[config.mk]
export PLATFORM = sky130hd
export DESIGN_NAME = mem_cache_controller
export DESIGN_NICKNAME = d
export VERILOG_FILES = /design/src/rtl/mem_cache_controller.sv
export SDC_FILE = /design/constraint.sdc
export NUM_CORES = 1
export LEC_CHECK = 0
export CORE_AREA = 2 2 39 41
export CTS_BUF_LIST = sky130_fd_sc_hd__clkbuf_2 sky130_fd_sc_hd__clkbuf_4 sky130_fd_sc_hd__clkbuf_8
export CTS_CLUSTER_SIZE = 8
export DETAILED_ROUTE_END_ITERATION = 12
export DIE_AREA = 0 0 41 43
export PLACE_DENSITY = 0.65
export SETUP_SLACK_MARGIN = 0.1
export SLEW_MARGIN = 0
export SYNTH_ARGS = -nofsm -noshare
export SYNTH_HDL_FRONTEND = slang
export SYNTH_SLANG_ARGS = --single-unit
[constraint.sdc]
create_clock -name clk -period 3.3 [get_ports clk]
set_input_delay 0.66 -clock clk [delete_from_list [all_inputs] [get_ports clk]]
set_output_delay 0.66 -clock clk [all_outputs]
set_load 0.01 [all_outputs]
[src/rtl/mem_cache_controller.sv]
// MEM-stage data cache sequencer: hit/miss control strobes, dirty write-back and line fill.
// Optional MEM_CTRL_PERF_EN adds hit/miss/write-back performance counters.
module mem_cache_controller #(
    parameter int MEM_LATENCY = 4
) (
    input  logic        clk,
    input  logic        rst_n,
    input  logic        mem_read,
    input  logic        mem_write,
    input  logic        halted,
    input  logic        cache_hit,
    input  logic        cache_dirty,
    output logic        we_cache,
    output logic        we_memory,
    output logic        cache_input_type,
    output logic        set_dirty,
    output logic        set_valid,
    output logic        memory_address_type,
    output logic        stall
`ifdef MEM_CTRL_PERF_EN
    ,
    output logic [31:0] hit_count,
    output logic [31:0] miss_count,
    output logic [31:0] writeback_count
`endif
);

    typedef enum logic [1:0] {
        IDLE      = 2'd0,
        WRITEBACK = 2'd1,
        FILL      = 2'd2
    } state_t;

    localparam logic [3:0] LOAD = 4'(MEM_LATENCY - 1);

    state_t     state, state_nx;
    logic [3:0] cnt, cnt_nx;
    logic       req;

    assign req = (mem_read | mem_write) & ~halted;

    always_ff @(posedge clk or negedge rst_n) begin
        if (!rst_n) begin
            state <= IDLE;
            cnt   <= 4'd0;
        end else begin
            state <= state_nx;
            cnt   <= cnt_nx;
        end
    end

    // Outputs are forced low while reset is asserted, including the Mealy IDLE strobes.
    always_comb begin
        state_nx            = state;
        cnt_nx              = cnt;
        we_cache            = 1'b0;
        we_memory           = 1'b0;
        cache_input_type    = 1'b0;
        set_dirty           = 1'b0;
        set_valid           = 1'b0;
        memory_address_type = 1'b0;
        stall               = 1'b0;
        if (rst_n) begin
            case (state)
                IDLE: begin
                    if (req) begin
                        if (cache_hit) begin
                            if (mem_write) begin
                                we_cache         = 1'b1;
                                cache_input_type = 1'b1;
                                set_dirty        = 1'b1;
                                set_valid        = 1'b1;
                            end
                        end else begin
                            stall    = 1'b1;
                            cnt_nx   = LOAD;
                            state_nx = cache_dirty ? WRITEBACK : FILL;
                        end
                    end
                end
                WRITEBACK: begin
                    stall               = 1'b1;
                    memory_address_type = 1'b1;
                    if (cnt == 4'd0) begin
                        we_memory = 1'b1;
                        cnt_nx    = LOAD;
                        state_nx  = FILL;
                    end else begin
                        cnt_nx = cnt - 4'd1;
                    end
                end
                FILL: begin
                    stall = 1'b1;
                    if (cnt == 4'd0) begin
                        we_cache  = 1'b1;
                        set_valid = 1'b1;
                        state_nx  = IDLE;
                    end else begin
                        cnt_nx = cnt - 4'd1;
                    end
                end
                default: state_nx = IDLE;
            endcase
        end
    end

`ifdef MEM_CTRL_PERF_EN
    always_ff @(posedge clk or negedge rst_n) begin
        if (!rst_n) begin
            hit_count       <= 32'd0;
            miss_count      <= 32'd0;
            writeback_count <= 32'd0;
        end else begin
            if (state == IDLE && req && cache_hit)
                hit_count <= hit_count + 32'd1;
            if (state == IDLE && req && !cache_hit)
                miss_count <= miss_count + 32'd1;
            if (we_memory)
                writeback_count <= writeback_count + 32'd1;
        end
    end
`endif

endmodule

## Word-level counts from Yosys, hierarchy flattened

Cells that the tools add are included.

- Equality and inequality tests: 7
- Reductions and logical operators: 6
- Bitwise gates (word level): 3
- Add/subtract/negate cells: 1
- Mux-type cells: 27

Operators by type and width:

| cell | count |
|---|---|
| 4-bit 2-to-1 mux | 4 |
| 1-bit 2-to-1 mux | 14 |
| 4-bit case mux with 3 select lines | 1 |
| 2-bit 2-to-1 mux | 5 |
| 2-bit != test (second input constant) | 5 |
| 5-bit AND reduction | 2 |
| 2-bit case mux with 3 select lines | 1 |
| 4-bit zero test | 1 |
| 1-bit case mux with 2 select lines | 2 |
| 4-bit by 1-bit subtractor with 4-bit output (second input constant) | 1 |
| 3-bit nonzero test | 1 |
| 2-bit by 1-bit == test with 1-bit output (second input constant) | 1 |
| 2-bit == test (second input constant) | 1 |
| 2-bit zero test | 1 |
| 2-bit OR reduction | 1 |
| 1-bit bitwise AND | 1 |
| 1-bit inverter | 1 |
| 1-bit OR | 1 |

- Output and inout port bits: 7
- Input bits: 7
- Word-level logic and storage cells: 46
- Bits in registers: 6

## Longest topological paths before layout

- Depth in word-level cells: 5
- Gate-level depth with buffers: 6
- Mapped depth without buffers: 6

## Least setup slack after synthesis

Ideal clock, no wire load.

- Path type: register to output
- From: register cnt[0]
- To: output we_cache
- Data arrival time: 1.363 ns
- Data required time: 2.640 ns
- Cell stages (with the launch flop): 7
- Path slack: 1.277 ns
- Buffers on the path: 1
- Cells stage by stage: dfrtp_1 inv_1 ha_1 nor3b_2 nand2_1 a21oi_1 buf_4

- Cells in the longest elaborated chain, start to end: 4

Ends and longest elaborated chain:

| item | RTL line | RTL |
|---|---|---|
| from (decl) | 37 | `logic [3:0] cnt, cnt_nx;` |
| from (signal assigned) | 48 | `cnt <= cnt_nx;` |
| 4-bit zero test | 94 | `if (cnt == 4'd0) begin` |
| 1-bit 2-to-1 mux | - |  |
| 1-bit case mux with 2 select lines | - |  |
| 1-bit 2-to-1 mux | - |  |
| to (decl) | 13 | `output logic we_cache,` |

No other way between the ends.

## Worst setup path in the final report

- From: input mem_write
- To: output stall

- Cells in the longest elaborated chain, start to end: 5

Ends and longest elaborated chain:

| item | RTL line | RTL |
|---|---|---|
| from (decl) | 9 | `input logic mem_write,` |
| 1-bit OR | 40 | `assign req = (mem_read \| mem_write) & ~halted;` |
| 1-bit bitwise AND | 40 |  |
| 1-bit 2-to-1 mux | 66 | `if (req) begin` |
| 1-bit case mux with 2 select lines | 64 | `case (state)` |
| 1-bit 2-to-1 mux | 63 | `if (rst_n) begin` |
| to (decl) | 19 | `output logic stall` |

No other way between the ends.

==> impl_table.tex <==
\begin{tabular}{lr}
\hline
Metric & Value \\
\hline
\multicolumn{2}{l}{\textbf{Outcome}} \\
\quad Result of the run & finished, final reports clean \\
\multicolumn{2}{l}{\textbf{Detailed routing}} \\
\quad Starting DRC count in detailed routing & 4 \\
\quad Final WL & around 1.2 mm \\
\quad Routed vias/inst & around 5.2 \\
\quad Pre-antenna DRT Iters & 4 \\
\quad Routed wire length per instance & $\sim$13 um \\
\quad Total vias in the final route & approximately 480 \\
\quad Count of antenna-violating nets left after detailed routing & 0 \\
\quad Remaining design rule violation count & 0 \\
\multicolumn{2}{l}{\textbf{CTS}} \\
\quad Skew-Pair Late Insertion Delay & 0.26 ns \\
\quad Number of buffers on the longest clock path & 2 \\
\quad Setup Buffers After CTS & 0 \\
\quad Number of hold buffers added after CTS & 0 \\
\quad Sink Count & 6 \\
\quad Clock root cell & sky130\_fd\_sc\_hd\_\_clkbuf\_4 \\
\quad Clock input transition at the sequential cells of the worst setup and hold paths & approximately 0.05 ns \\
\quad H-tree levels & 1 \\
\quad Clock tree from TritonCTS & built \\
\quad Num CTS Buffers & 3 \\
\quad Resize count post-CTS & 0 \\
\multicolumn{2}{l}{\textbf{Setup path}} \\
\quad Largest stage delay on the critical path & $\sim$0.54 ns \\
\quad Critical path depth & 6 \\
\quad Biggest fanout along the worst timing path & 4 \\
\quad Sort of element at the start of the critical path & input pin \\
\quad Arrival time at the worst endpoint & 2.26 ns \\
\quad Reg2reg setup slack & roughly 1.6 ns \\
\quad List of cells traversed by the critical path & clkdlybuf4s50\_1 > nor2\_1 > nor3\_1 > a21oi\_1 > nor2\_1 > clkdlybuf4s50\_1 \\
\quad Crit path capture type & primary output \\
\quad Bufs and invs on worst path & 2 \\
\quad Reg2reg path depth & 5 \\
\quad Delay-heaviest family, CP & buffers and inverters \\
\quad Critical setup path kind & input pin to primary output \\
\quad Critical Path RT & between 2 and 3 ns \\
\quad Slowest cell on the critical path & sky130\_fd\_sc\_hd\_\_clkdlybuf4s50\_1 \\
\multicolumn{2}{l}{\textbf{Power and ir drop}} \\
\quad Total power density per cell area & 733 mW/mm2 \\
\quad Internal power & 283 uW \\
\quad Relative contribution of combinational cells to total power & 58.4\% \\
\quad Fraction of power spent switching nets & 43.3\% \\
\quad Part of the power in the clock network & roughly 15\% \\
\quad Fraction of power consumed by sequential logic & roughly a quarter \\
\quad Worst ir drop on vdd & 357 uV \\
\quad Net load switching power & $\sim$220 uW \\
\quad LEAKAGE & just under 0.0003 uW \\
\multicolumn{2}{l}{\textbf{Floorplanning}} \\
\quad Standard-cell row count & 14 \\
\quad Die Y & $\sim$43 um \\
\quad Area inside the core boundary & roughly 0.0014 mm2 \\
\quad Starting density of the core & 36.8\% \\
\quad Full die area & approximately 0.0018 mm2 \\
\quad Overall die width & between 40 and 50 um \\
\quad Boundary Pins & 14 \\
\multicolumn{2}{l}{\textbf{Layout}} \\
\quad Share of layout cells above drive strength 1 & between 7 and 8\% \\
\quad Antenna diode count & 0 \\
\quad Synth-to-layout area growth & 33.9\% \\
\quad Final net count & 91 \\
\multicolumn{2}{l}{\textbf{Timing}} \\
\quad Slew Limit Headroom & around two thirds \\
\quad Final Hold Violating Endpoints & 0 \\
\quad Final worst hold slack & roughly 0.54 ns \\
\quad Setup Total Neg Slack & 0 ns \\
\quad Setup Viol. Count Final & 0 \\
\quad Slew of the pin with the lowest slew margin & a little under 0.5 ns \\
\quad Fmax & approximately 0.34 GHz \\
\quad Slew Viols, Final & 0 \\
\quad Layout Skew & about 0.0019 ns \\
\quad Min cycle time layout & approximately 3 ns \\
\quad Share of the clock period used by the worst path & around nine tenths \\
\quad Unrepaired setup endpoints after global routing & no \\
\multicolumn{2}{l}{\textbf{Min path}} \\
\quad Number of cells on the worst hold path & 1 \\
\quad Kind of path behind the tightest hold check & flop to flop \\
\multicolumn{2}{l}{\textbf{Global routing}} \\
\quad Initial antenna violation count & 0 \\
\quad Number of global-route vias before repair & 467 \\
\quad Wire length of the first global-routing pass & between 2 and 2.5 mm \\
\quad GRT Resource Usage Total & 17.7\% \\
\quad Overflow after GRT & 0 \\
\quad Maximum number of pins on one net before global-route repair & 10 \\
\multicolumn{2}{l}{\textbf{Yosys}} \\
\quad Post-synthesis area per instance & approximately 8.5 um2 \\
\quad Number of different library cells in the post-synthesis netlist & 23 \\
\quad Sequential fraction of the synthesis area & just under 30\% \\
\quad Total of flip-flops plus latches after synthesis & 6 \\
\quad Post-synth net total & 73 \\
\quad Mapped Area & approximately 510 um2 \\
\quad Synth Warn \# & 0 \\
\quad Mapped Cells & 60 \\
\multicolumn{2}{l}{\textbf{Placement}} \\
\quad Count of input and output buffers & 13 \\
\quad Final weighted congestion in routability-driven placement & 0.716 \\
\quad Final HPWL from detailed placement & between 800 and 900 um \\
\multicolumn{2}{l}{\textbf{Run}} \\
\quad Max Cap Viol & 0 \\
\hline
\end{tabular}
## cell families after synthesis
kind of cell	after synthesis	synth area share, %
DFF	6	29.5
buffers and inverters	7	6.63
and+or+nand+nor	24	25.8
adders and majority gates	6	14.7
AOI/OAI and AO/OA	17	23.3
## routing by layer
layer	part of all wire (%)	vias to the layer above	GRT usage, %
met5	0	-	0
met4	2.6	0	10.0
met3	3.3	5	7.85
met2	49	7	26.6
met1	45	221	19.7
li1	-	245	-
## state kept, by name, indices dropped and copies added (netlist names)
| signal | cells |
|---|---|
| state | 2 |
| cnt | 4 |
## power by group through the flow
| stage | clock (uW) | combinational [uW] | sequential, uW |
|---|---|---|---|
| after global placement | 0 | 289 | 135 |
| after global routing | 81.6 | 332 | 138 |
| after CTS | 75.1 | 294 | 134 |
| after floorplan | 0 | 212 | 127 |
| final | 74.4 | 292 | 134 |
| after detailed placement | 0 | 293 | 134 |
## final timing paths
check | startpoint | to
min in group asynchronous | rst_n | cnt[0]
min | cnt[1] | cnt[1]
min reg2reg | cnt[1] | cnt[1]
max in group asynchronous | rst_n | state[0]
max reg2reg | state[0] | cnt[2]
max | mem_write | stall
## cell usage after synthesis, drive strengths merged
master  number  area, um2
ha           6       75.1
a21boi       1       7.51
nor2         7       26.3
o41ai        2       17.5
o221ai       1       8.76
or3b         1       8.76
or2          1       6.26
a21oi        4       20.0
o22a         2       17.5
buf          2       15.0
nand4b       1       8.76
o31a         2       17.5
nand3        1       5.00
nor3         2       10.0
o31ai        2       15.0
and2         2       12.5
inv          5       18.8
nand2        4       15.0
nor3b        2       20.0
dfrtp        6        150
nand2b       3       18.8
o21ai        3       15.0
## metrics by stage
stage                     utilization, %  instance area, um2  total power, uW  setup slack [ns]  cells
after detailed placement            47.6                 659              427             0.365     89
after CTS                           49.3                 682              503             0.351     92
final                               49.3                 682              500             0.381     92
after floorplan                        -                 509              339              1.28     60
after global placement              47.6                 659              423             0.385     89
after global routing                49.3                 682              551             0.210     92
## layout make-up
class	count	area [um2]
fillers	142	702
flip-flops and latches	6	150
well taps	16	20.0
repair buffers	15	145
multi-input cells	47	325
inverters	5	18.8
clock buffers	3	22.5
## layout by cell type, fill, tap and decap left out, drive strengths merged
cell            n
clkdlybuf4s50  13
nor2            7
ha              6
dfrtp           6
inv             5
a21oi           4
nand2           4
nand2b          3
o21ai           3
clkbuf          3
nor3            2
and2            2
o31a            2
o31ai           2
o41ai           2
o22a            2
buf             2
nor3b           2
nand4b          1
nand3           1
o221ai          1
a21boi          1
or2             1
or3b            1
No activity file was read; power rests on OpenSTA's default activity.
